$ cat src/rtl/meter_scheduler.sv
`default_nettype none
// ============================================================================
// Module      : meter_scheduler
// Description : Frequency / period / high-time measurement sequencer with
//               input synchroniser, gate timer, tick prescaler and timeout.
// Revision    : 1.0 - initial release
// ============================================================================
module meter_scheduler #(
    parameter int GATE_CYCLES    = 100000000,
    parameter int TICK_DIV       = 100,
    parameter int TIMEOUT_CYCLES = 200000000
) (
    input  logic        Clk,
    input  logic        Rst,
    input  logic        Start,
    input  logic        Continuous,
    input  logic [1:0]  Mode,
    input  logic        SigIn,
    output logic        Busy,
    output logic [15:0] Result,
    output logic        Valid,
    output logic        Overflow,
    output logic        Timeout
);

    localparam int c_gate_w  = $clog2(GATE_CYCLES + 1);
    localparam int c_presc_w = $clog2(TICK_DIV + 1);
    localparam int c_wait_w  = $clog2(TIMEOUT_CYCLES + 1);

    localparam logic [c_gate_w-1:0]  c_gate_last  = c_gate_w'(GATE_CYCLES - 1);
    localparam logic [c_presc_w-1:0] c_presc_last = c_presc_w'(TICK_DIV - 1);
    localparam logic [c_wait_w-1:0]  c_wait_last  = c_wait_w'(TIMEOUT_CYCLES - 1);

    localparam logic [2:0] c_idle = 3'd0;
    localparam logic [2:0] c_gate = 3'd1;
    localparam logic [2:0] c_arm  = 3'd2;
    localparam logic [2:0] c_meas = 3'd3;
    localparam logic [2:0] c_done = 3'd4;

    localparam logic [1:0] c_mode_freq   = 2'b00;
    localparam logic [1:0] c_mode_period = 2'b01;
    localparam logic [1:0] c_mode_high   = 2'b10;

    logic [2:0]           r_state;
    logic [1:0]           r_mode;
    logic                 r_sig_s1;
    logic                 r_sig_s2;
    logic                 r_sig_s3;
    logic                 r_start_d;
    logic [c_gate_w-1:0]  r_gate_cnt;
    logic [c_presc_w-1:0] r_presc;
    logic [c_wait_w-1:0]  r_wait_cnt;
    logic [16:0]          r_edge_cnt;
    logic [16:0]          r_tick_cnt;
    logic                 r_abort;
    logic [15:0]          r_result;
    logic                 r_valid;
    logic                 r_overflow;
    logic                 r_timeout;

    logic [2:0]  w_state_nxt;
    logic        w_launch;
    logic [1:0]  w_next_mode;
    logic [2:0]  w_target;
    logic        w_rise;
    logic        w_fall;
    logic        w_stop_edge;
    logic        w_start_rise;
    logic        w_wait_expired;
    logic [16:0] w_count;

    assign w_rise         = r_sig_s2 & ~r_sig_s3;
    assign w_fall         = ~r_sig_s2 & r_sig_s3;
    assign w_start_rise   = Start & ~r_start_d;
    // Reserved mode 11 is folded onto frequency at latch time
    assign w_next_mode    = (Mode == 2'b11) ? c_mode_freq : Mode;
    assign w_target       = (w_next_mode == c_mode_freq) ? c_gate : c_arm;
    assign w_stop_edge    = (r_mode == c_mode_high) ? w_fall : w_rise;
    assign w_wait_expired = (r_wait_cnt == c_wait_last);
    assign w_count        = (r_mode == c_mode_freq) ? r_edge_cnt : r_tick_cnt;

    always_comb begin
        w_state_nxt = r_state;
        w_launch    = 1'b0;
        case (r_state)
            c_idle: begin
                if (w_start_rise) begin
                    w_launch    = 1'b1;
                    w_state_nxt = w_target;
                end
            end
            c_gate: begin
                if (r_gate_cnt == c_gate_last) w_state_nxt = c_done;
            end
            c_arm: begin
                if (w_rise || w_wait_expired) w_state_nxt = w_rise ? c_meas : c_done;
            end
            c_meas: begin
                if (w_stop_edge || w_wait_expired) w_state_nxt = c_done;
            end
            c_done: begin
                if (Continuous) begin
                    w_launch    = 1'b1;
                    w_state_nxt = w_target;
                end else begin
                    w_state_nxt = c_idle;
                end
            end
            default: w_state_nxt = c_idle;
        endcase
    end

    always_ff @(posedge Clk) begin
        if (Rst) begin
            r_state    <= c_idle;
            r_mode     <= c_mode_freq;
            r_sig_s1   <= 1'b0;
            r_sig_s2   <= 1'b0;
            r_sig_s3   <= 1'b0;
            r_start_d  <= 1'b0;
            r_gate_cnt <= '0;
            r_presc    <= '0;
            r_wait_cnt <= '0;
            r_edge_cnt <= '0;
            r_tick_cnt <= '0;
            r_abort    <= 1'b0;
            r_result   <= '0;
            r_valid    <= 1'b0;
            r_overflow <= 1'b0;
            r_timeout  <= 1'b0;
        end else begin
            r_state   <= w_state_nxt;
            r_sig_s1  <= SigIn;
            r_sig_s2  <= r_sig_s1;
            r_sig_s3  <= r_sig_s2;
            r_start_d <= Start;
            r_valid   <= 1'b0;

            case (r_state)
                c_gate: begin
                    r_gate_cnt <= r_gate_cnt + 1'b1;
                    if (w_rise && !r_edge_cnt[16]) r_edge_cnt <= r_edge_cnt + 17'd1;
                end
                c_arm: begin
                    if (w_rise) begin
                        r_tick_cnt <= '0;
                        r_presc    <= '0;
                        r_wait_cnt <= '0;
                    end else if (w_wait_expired) begin
                        r_abort <= 1'b1;
                    end else begin
                        r_wait_cnt <= r_wait_cnt + 1'b1;
                    end
                end
                c_meas: begin
                    // Tick counter saturates at 2^16 so Overflow stays sticky
                    if (r_presc == c_presc_last) begin
                        r_presc <= '0;
                        if (!r_tick_cnt[16]) r_tick_cnt <= r_tick_cnt + 17'd1;
                    end else begin
                        r_presc <= r_presc + 1'b1;
                    end
                    if (w_stop_edge) begin
                        r_wait_cnt <= '0;
                    end else if (w_wait_expired) begin
                        r_abort <= 1'b1;
                    end else begin
                        r_wait_cnt <= r_wait_cnt + 1'b1;
                    end
                end
                c_done: begin
                    r_valid <= 1'b1;
                    if (r_abort) begin
                        r_result   <= '0;
                        r_overflow <= 1'b0;
                        r_timeout  <= 1'b1;
                    end else begin
                        r_result   <= w_count[16] ? 16'hFFFF : w_count[15:0];
                        r_overflow <= w_count[16];
                        r_timeout  <= 1'b0;
                    end
                end
                default: ;
            endcase

            if (w_launch) begin
                r_mode     <= w_next_mode;
                r_gate_cnt <= '0;
                r_edge_cnt <= '0;
                r_wait_cnt <= '0;
                r_abort    <= 1'b0;
            end
        end
    end

    assign Busy     = (r_state != c_idle);
    assign Result   = r_result;
    assign Valid    = r_valid;
    assign Overflow = r_overflow;
    assign Timeout  = r_timeout;

endmodule
`default_nettype wire
$ cat config.mk
export PLATFORM = sky130hd
export DESIGN_NAME = meter_scheduler
export DESIGN_NICKNAME = d
export VERILOG_FILES = /design/src/rtl/meter_scheduler.sv
export SDC_FILE = /design/constraint.sdc
export NUM_CORES = 1
export LEC_CHECK = 0
export BUFFER_PORTS_ARGS = -buffer_cell sky130_fd_sc_hd__buf_2
export CAP_MARGIN = 0
export CORE_MARGIN = 2
export CORE_UTILIZATION = 40
export CTS_CLUSTER_DIAMETER = 200
export DETAILED_ROUTE_END_ITERATION = 12
export PLACE_DENSITY_LB_ADDON = 0.15
export SLEW_MARGIN = 10
export SYNTH_ARGS = -nofsm -noshare
export SYNTH_HDL_FRONTEND = slang
export SYNTH_SLANG_ARGS = --single-unit
export TNS_END_PERCENT = 5
$ cat constraint.sdc
create_clock -name Clk -period 1.73 [get_ports Clk]
set_input_delay 0.0865 -clock Clk [delete_from_list [all_inputs] [get_ports Clk]]
set_output_delay 0.0865 -clock Clk [all_outputs]
set_load 0.01 [all_outputs]
Word-level counts from Yosys, hierarchy flattened
Index checks and enable logic that the tools add are counted.

Logic and storage cells: 96. Bits in read-only memories: 0. Bits in writable memories: 0. Memories kept: 0. Output and inout bits: 20. Flip-flop bits (word level): 125. Bits in latches: 0. Bits of input ports: 7.

Shifts and indexed selects: 0. Reduce and logical (&&, ||, !) cells: 16. Muxes and demuxes: 34. Divide/modulo/power cells: 0. $lt $le $gt $ge: 0. Multipliers: 0. Bitwise operators: 6. Equal/unequal tests: 18. Add/subtract/negate cells: 5.

Operators by type and width (count): two-way mux 28 bit (3); two-way mux 17 bit (4); one-hot mux 28 bit (2 select lines) (1); adder 17 x 1 -> 17 bit, second input constant (2); one-hot mux 17 bit (2 select lines) (1); two-way mux 16 bit (2); adder 28 x 1 -> 28 bit, second input constant (1); equality test 28 bit, second input constant (1); adder 27 x 1 -> 27 bit, second input constant (1); equality test 27 bit, second input constant (1); inequality test 2 bit, second input constant (9); two-way mux 3 bit (5); one-hot mux 3 bit (5 select lines) (1); two-way mux 7 bit (2); one-hot mux 7 bit (2 select lines) (1); two-way mux 1 bit (9); AND reduction 4 bit (2); adder 7 x 1 -> 7 bit, second input constant (1); equality test 7 bit, second input constant (1); equality test 3 x 2 -> 1 bit, second input constant (2); two-way mux 2 bit (3); AND reduction 3 bit (2); equality test 2 bit, second input constant (2); zero test 2 bit (2); other kinds (13) (20).

Depth between registers and ports, before layout
Word-level depth: 6. Depth in mapped cells: 8. Mapped depth without buffers: 6.

Worst setup path after synthesis
OpenSTA, ideal clock, no wires.

Path type: reg-to-reg. Start point: register r_wait_cnt[0]. End point: register r_wait_cnt[1]. Setup slack: -0.127 ns. Arrival time: 1.740 ns. Clock period less this slack: 1.857 ns. Buffers on the path: 2. Data required time: 1.613 ns. Library setup time: 0.117 ns. Cell stages (with the launch flop): 9. Cells stage by stage: dfxtp_1 > ha_1 > and4_1 > nand4_1 > o21ai_1 > buf_4 > buf_4 > mux2i_1 > nor2_1.

Cells in the longest elaborated chain, start to end: 4. Elaborated cells on any way between the ends: 6. Classes of those cells: add/sub (1); eq/ne (1); mux (4).

RTL lines: from (decl) (RTL line 52) `logic [c_wait_w-1:0] r_wait_cnt;`; from (signal assigned) (RTL line 152) `r_wait_cnt <= r_wait_cnt + 1'b1;`; from (signal assigned) (RTL line 168) `r_wait_cnt <= r_wait_cnt + 1'b1;`; adder 28 x 1 -> 28 bit or equality test 28 bit (tied branches) (RTL line 152, 168, 79); two-way mux 28 bit * (RTL line 149, 165); two-way mux 28 bit, on equally long branches (RTL line 163, 145); one-hot mux 28 bit (2 select lines) * (RTL line 139) `case (r_state)`.

Mark *: on every way between the ends. The rest lies on a longest branch, timed or not. A chain may end at the register's enable or synchronous reset.

Worst setup path after layout
Start point: register r_gate_cnt[12]. End point: register r_state[0].

Cells in the longest elaborated chain, start to end: 3.

RTL lines: from (decl) (RTL line 50) `logic [c_gate_w-1:0] r_gate_cnt;`; from (signal assigned) (RTL line 141) `r_gate_cnt <= r_gate_cnt + 1'b1;`; equality test 27 bit (RTL line 93) `if (r_gate_cnt == c_gate_last) w_state_nxt = c_done;`; inequality test 2 bit (no line); AND reduction 4 bit (no line); to (signal assigned) (RTL line 115) `r_state <= c_idle;`; to (signal assigned) (RTL line 132) `r_state <= w_state_nxt;`; to (decl) (RTL line 44) `logic [2:0] r_state;`.

Every way passes these cells.

==> flow_summary_export.csv <==
group,metric,value,unit
pwr,power_leakage,0.003134,µW
floorplan,fp.coreArea,14590,µm²
sta,grt_setup_unrepaired,"yes",
routing,dr_wl_met2,7182,µm
synth,yosysWarnings,0,
clock_network,cts_tree,"built",
sta,period_needed,1864,ps
critical_path,reg2reg_from,"r_gate_cnt[12]",
finish,drive_gt1_share,31.49,%
place,dp_hpwl,10670,µm
synth,synth-main-ff-cell,"dfxtp_1",
critical_path,cp.required,2030,ps
routing,viasPerCell,5.329,
finish,n_antenna_cell,0,
status,violations,"negative setup slack",
clock_network,cts_buffers,17,
sta,finalWorstSetupSlack,-134.4,ps
synth,synth.most_common_cell,"dfxtp_1",
synth,synth-seq-area-share,41.76,%
clock_network,clkSlewWorstSetupHoldPaths,60,ps
synth,synthCells,695,
worst_hold_path,hold_path.class,"input pin to flip-flop",
synth,netlist_area,5992,µm²
synth,syn_nets,709,
synth,syn_avg_cell_area,8.622,µm²
routing,ant_nets,0,
place,io_buffers,26,
critical_path,startpoint_type,"flip-flop",
grt,grt_pass1_vias,5203,
clock_network,clock_sinks,125,
place,gp_congestion,0.8752,
sta,final.setup_skew,10.53,ps
clock_network,htree_num_levels,4,
routing,drt-initial-drc-count,296,
routing,drc,0,
job,cap_violations,0,
synth,async_reset_ff_share,0,%
sta,finalSetupViolCount,8,
routing,wl_per_cell,14.88,µm
worst_hold_path,hold_end,"r_mode[1]",
sta,slew_headroom,71.88,%
sta,hold_violations,0,
pwr,peakVddDrop,0.8791,mV
sta,holdWs,77.56,ps
sta,drv_slew,0,
floorplan,ios,27,
clock_network,cts.path.max_buffers,2,
finish,utilization,55.45,%
synth,synth-edff-count,0,
worst_hold_path,hold_start,"Mode[1]",
pwr,cellPowerDensity,999.9,nW/µm²
routing,firstDrtPassIters,4,
floorplan,rows,44,
synth,synthTopCellsByCount,"dfxtp_1 (125), nor2_1 (95), nand2_1 (49)",
pwr,p_total,8088,µW
routing,totalWireLength,15400,µm
floorplan,start_util,41.07,%
critical_path,critPathMaxFanout,2,
sta,fmax,0.5364,GHz
finish,area_delta_synth_final,35.00,%
synth,yosysTopAreaCell,"dfxtp_1",
sta,fin_crit_sh,107.8,%
critical_path,cp.arrival,2170,ps
place,dp_worst_setup_slack,-207.2,ps
critical_path,crit_type,"flip-flop to flip-flop",
grt,grt.overflow.total,0,
critical_path,r2r-end,"r_state[0]",
critical_path,r2r_cells,5,
synth,yosys.area.top_type_share,41.76,%
synth,synth-seq-cells,125,
floorplan,dieHeight,126.4,µm
grt,antenna_found_initial,0,
clock_network,root_buffer,"clkbuf_16",
status,status,"finished with violations",
routing,wl_met1,7468,µm
sta,worst_pin_slew,421.8,ps
finish,fin_nets,852,
grt,grt_max_degree,46,
synth,synth.distinct_cells,60,
critical_path,endpoint_kind,"flip-flop",
routing,met3_length,532,µm
grt,grt_pass1_wl,25070,µm
routing,routed.top_layer,"met4",
grt,grt_use_total,19.38,%
critical_path,r2r_slack,-130,ps
synth,synth.area.top_cells,"dfxtp_1 (42%), nor2_1 (6.0%), xor2_1 (5.1%)",
clock_network,worstSkewPairLatency,420,ps
routing,vias,5515,
floorplan,die_x,126.4,µm
worst_hold_path,hold_path_depth,4,
floorplan,die_area,15970,µm²
==> cell families (layout without fill, tap and decap cells) <==
kind of cell / count (synthesis) / after routing / share of synthesized area (%)
mux: 23 / 23 / 4.176
flops: 125 / 125 / 41.76
compound gates: 116 / 116 / 12.07
fa+ha+maj: 7 / 7 / 1.462
buf+inv: 48 / 204 / 4.072
xor+xnor: 60 / 60 / 8.770
simple gates: 316 / 316 / 27.69
==> cell usage in the layout (no fill, tap or decap), types with 16 or more instances in the layout <==
cell       count
a21oi_1       45
xor2_1        35
and3_1        17
nand4_1       24
xnor2_1       25
a22oi_1       18
clkbuf_16     17
nand3_1       34
dfxtp_1      112
or3_1         16
nor2_1        94
nand2_1       48
o21ai_0       22
buf_4        125
buf_2         26
mux2_2        16
==> flip-flops by register name, summed over array words and instances, names as in the netlist <==
signal and cells:
r_gate_cnt 27, r_tick_cnt 17, r_wait_cnt 28, r_abort 1, Overflow 1, r_start_d 1, Result 16, r_sig_s1 1
r_sig_s3 1, Timeout 1, r_presc 7, r_sig_s2 1, r_mode 2, r_state 3, Valid 1, r_edge_cnt 17
==> area by class of cell <==
type | count | area [µm²]
sequential | 125 | 2524
inverter | 13 | 48.80
fill | 1340 | 6500
clock buffer | 18 | 429.2
tap | 184 | 230.2
timing repair buffer | 159 | 1182
multi-input combinational | 522 | 3565
clock inverter | 14 | 110.1
==> critical path: stages, from the launching register on <==
cell and delay, ps:
dfxtp_1 320, nor4_2 310, nand4_1 130, or4_4 500, a22o_1 260, o221a_2 230
==> repair_timing <==
action                                 in CTS  in global routing
endpoints found under the hold margin       2                  0
resized for setup                          26                 41
hold buffers                                2                  0
buffers inserted                            0                  2
setup endpoints to repair                  80                 79
pin swaps                                  10                 17
==> per-stage QoR <==
stage                     cell area [µm²]  cells  setup TNS (ps)
final                                8089   1035          -308.2
after global routing                 8089   1035           -3142
after CTS                            7873   1033          -273.6
after detailed placement             7191    999           -4180
after global placement               7191    999           -3731
after floorplan                      6023    695          -81.11
==> power breakdown <==
group	total [µW]	internal (µW)	leakage (µW)	switching, µW
clock network	3260	1850	0.000266	1400
registers	3080	2970	0.00101	111
logic	1750	797	0.00185	955
total	8090	5620	0.00313	2470
==> metal layers <==
metal  GRT usage, %  vias to the layer above
li1               -                     2787
met1          26.21                     2624
met2          30.42                       90
met3          4.808                       14
met4          6.335                        0
met5              0                        -
==> worst max path at each step <==
stage          slack (ps)           start         end
5_1_grt              -180  r_gate_cnt[12]  r_state[0]
2_1_floorplan         -40  r_wait_cnt[18]  r_state[0]
3_5_place_dp         -210  r_wait_cnt[10]  r_state[0]
3_3_place_gp         -180  r_wait_cnt[18]  r_state[0]
6_report             -130  r_gate_cnt[12]  r_state[0]
4_1_cts              -110  r_wait_cnt[12]  r_state[0]
Power figures use the tool's default switching activity.
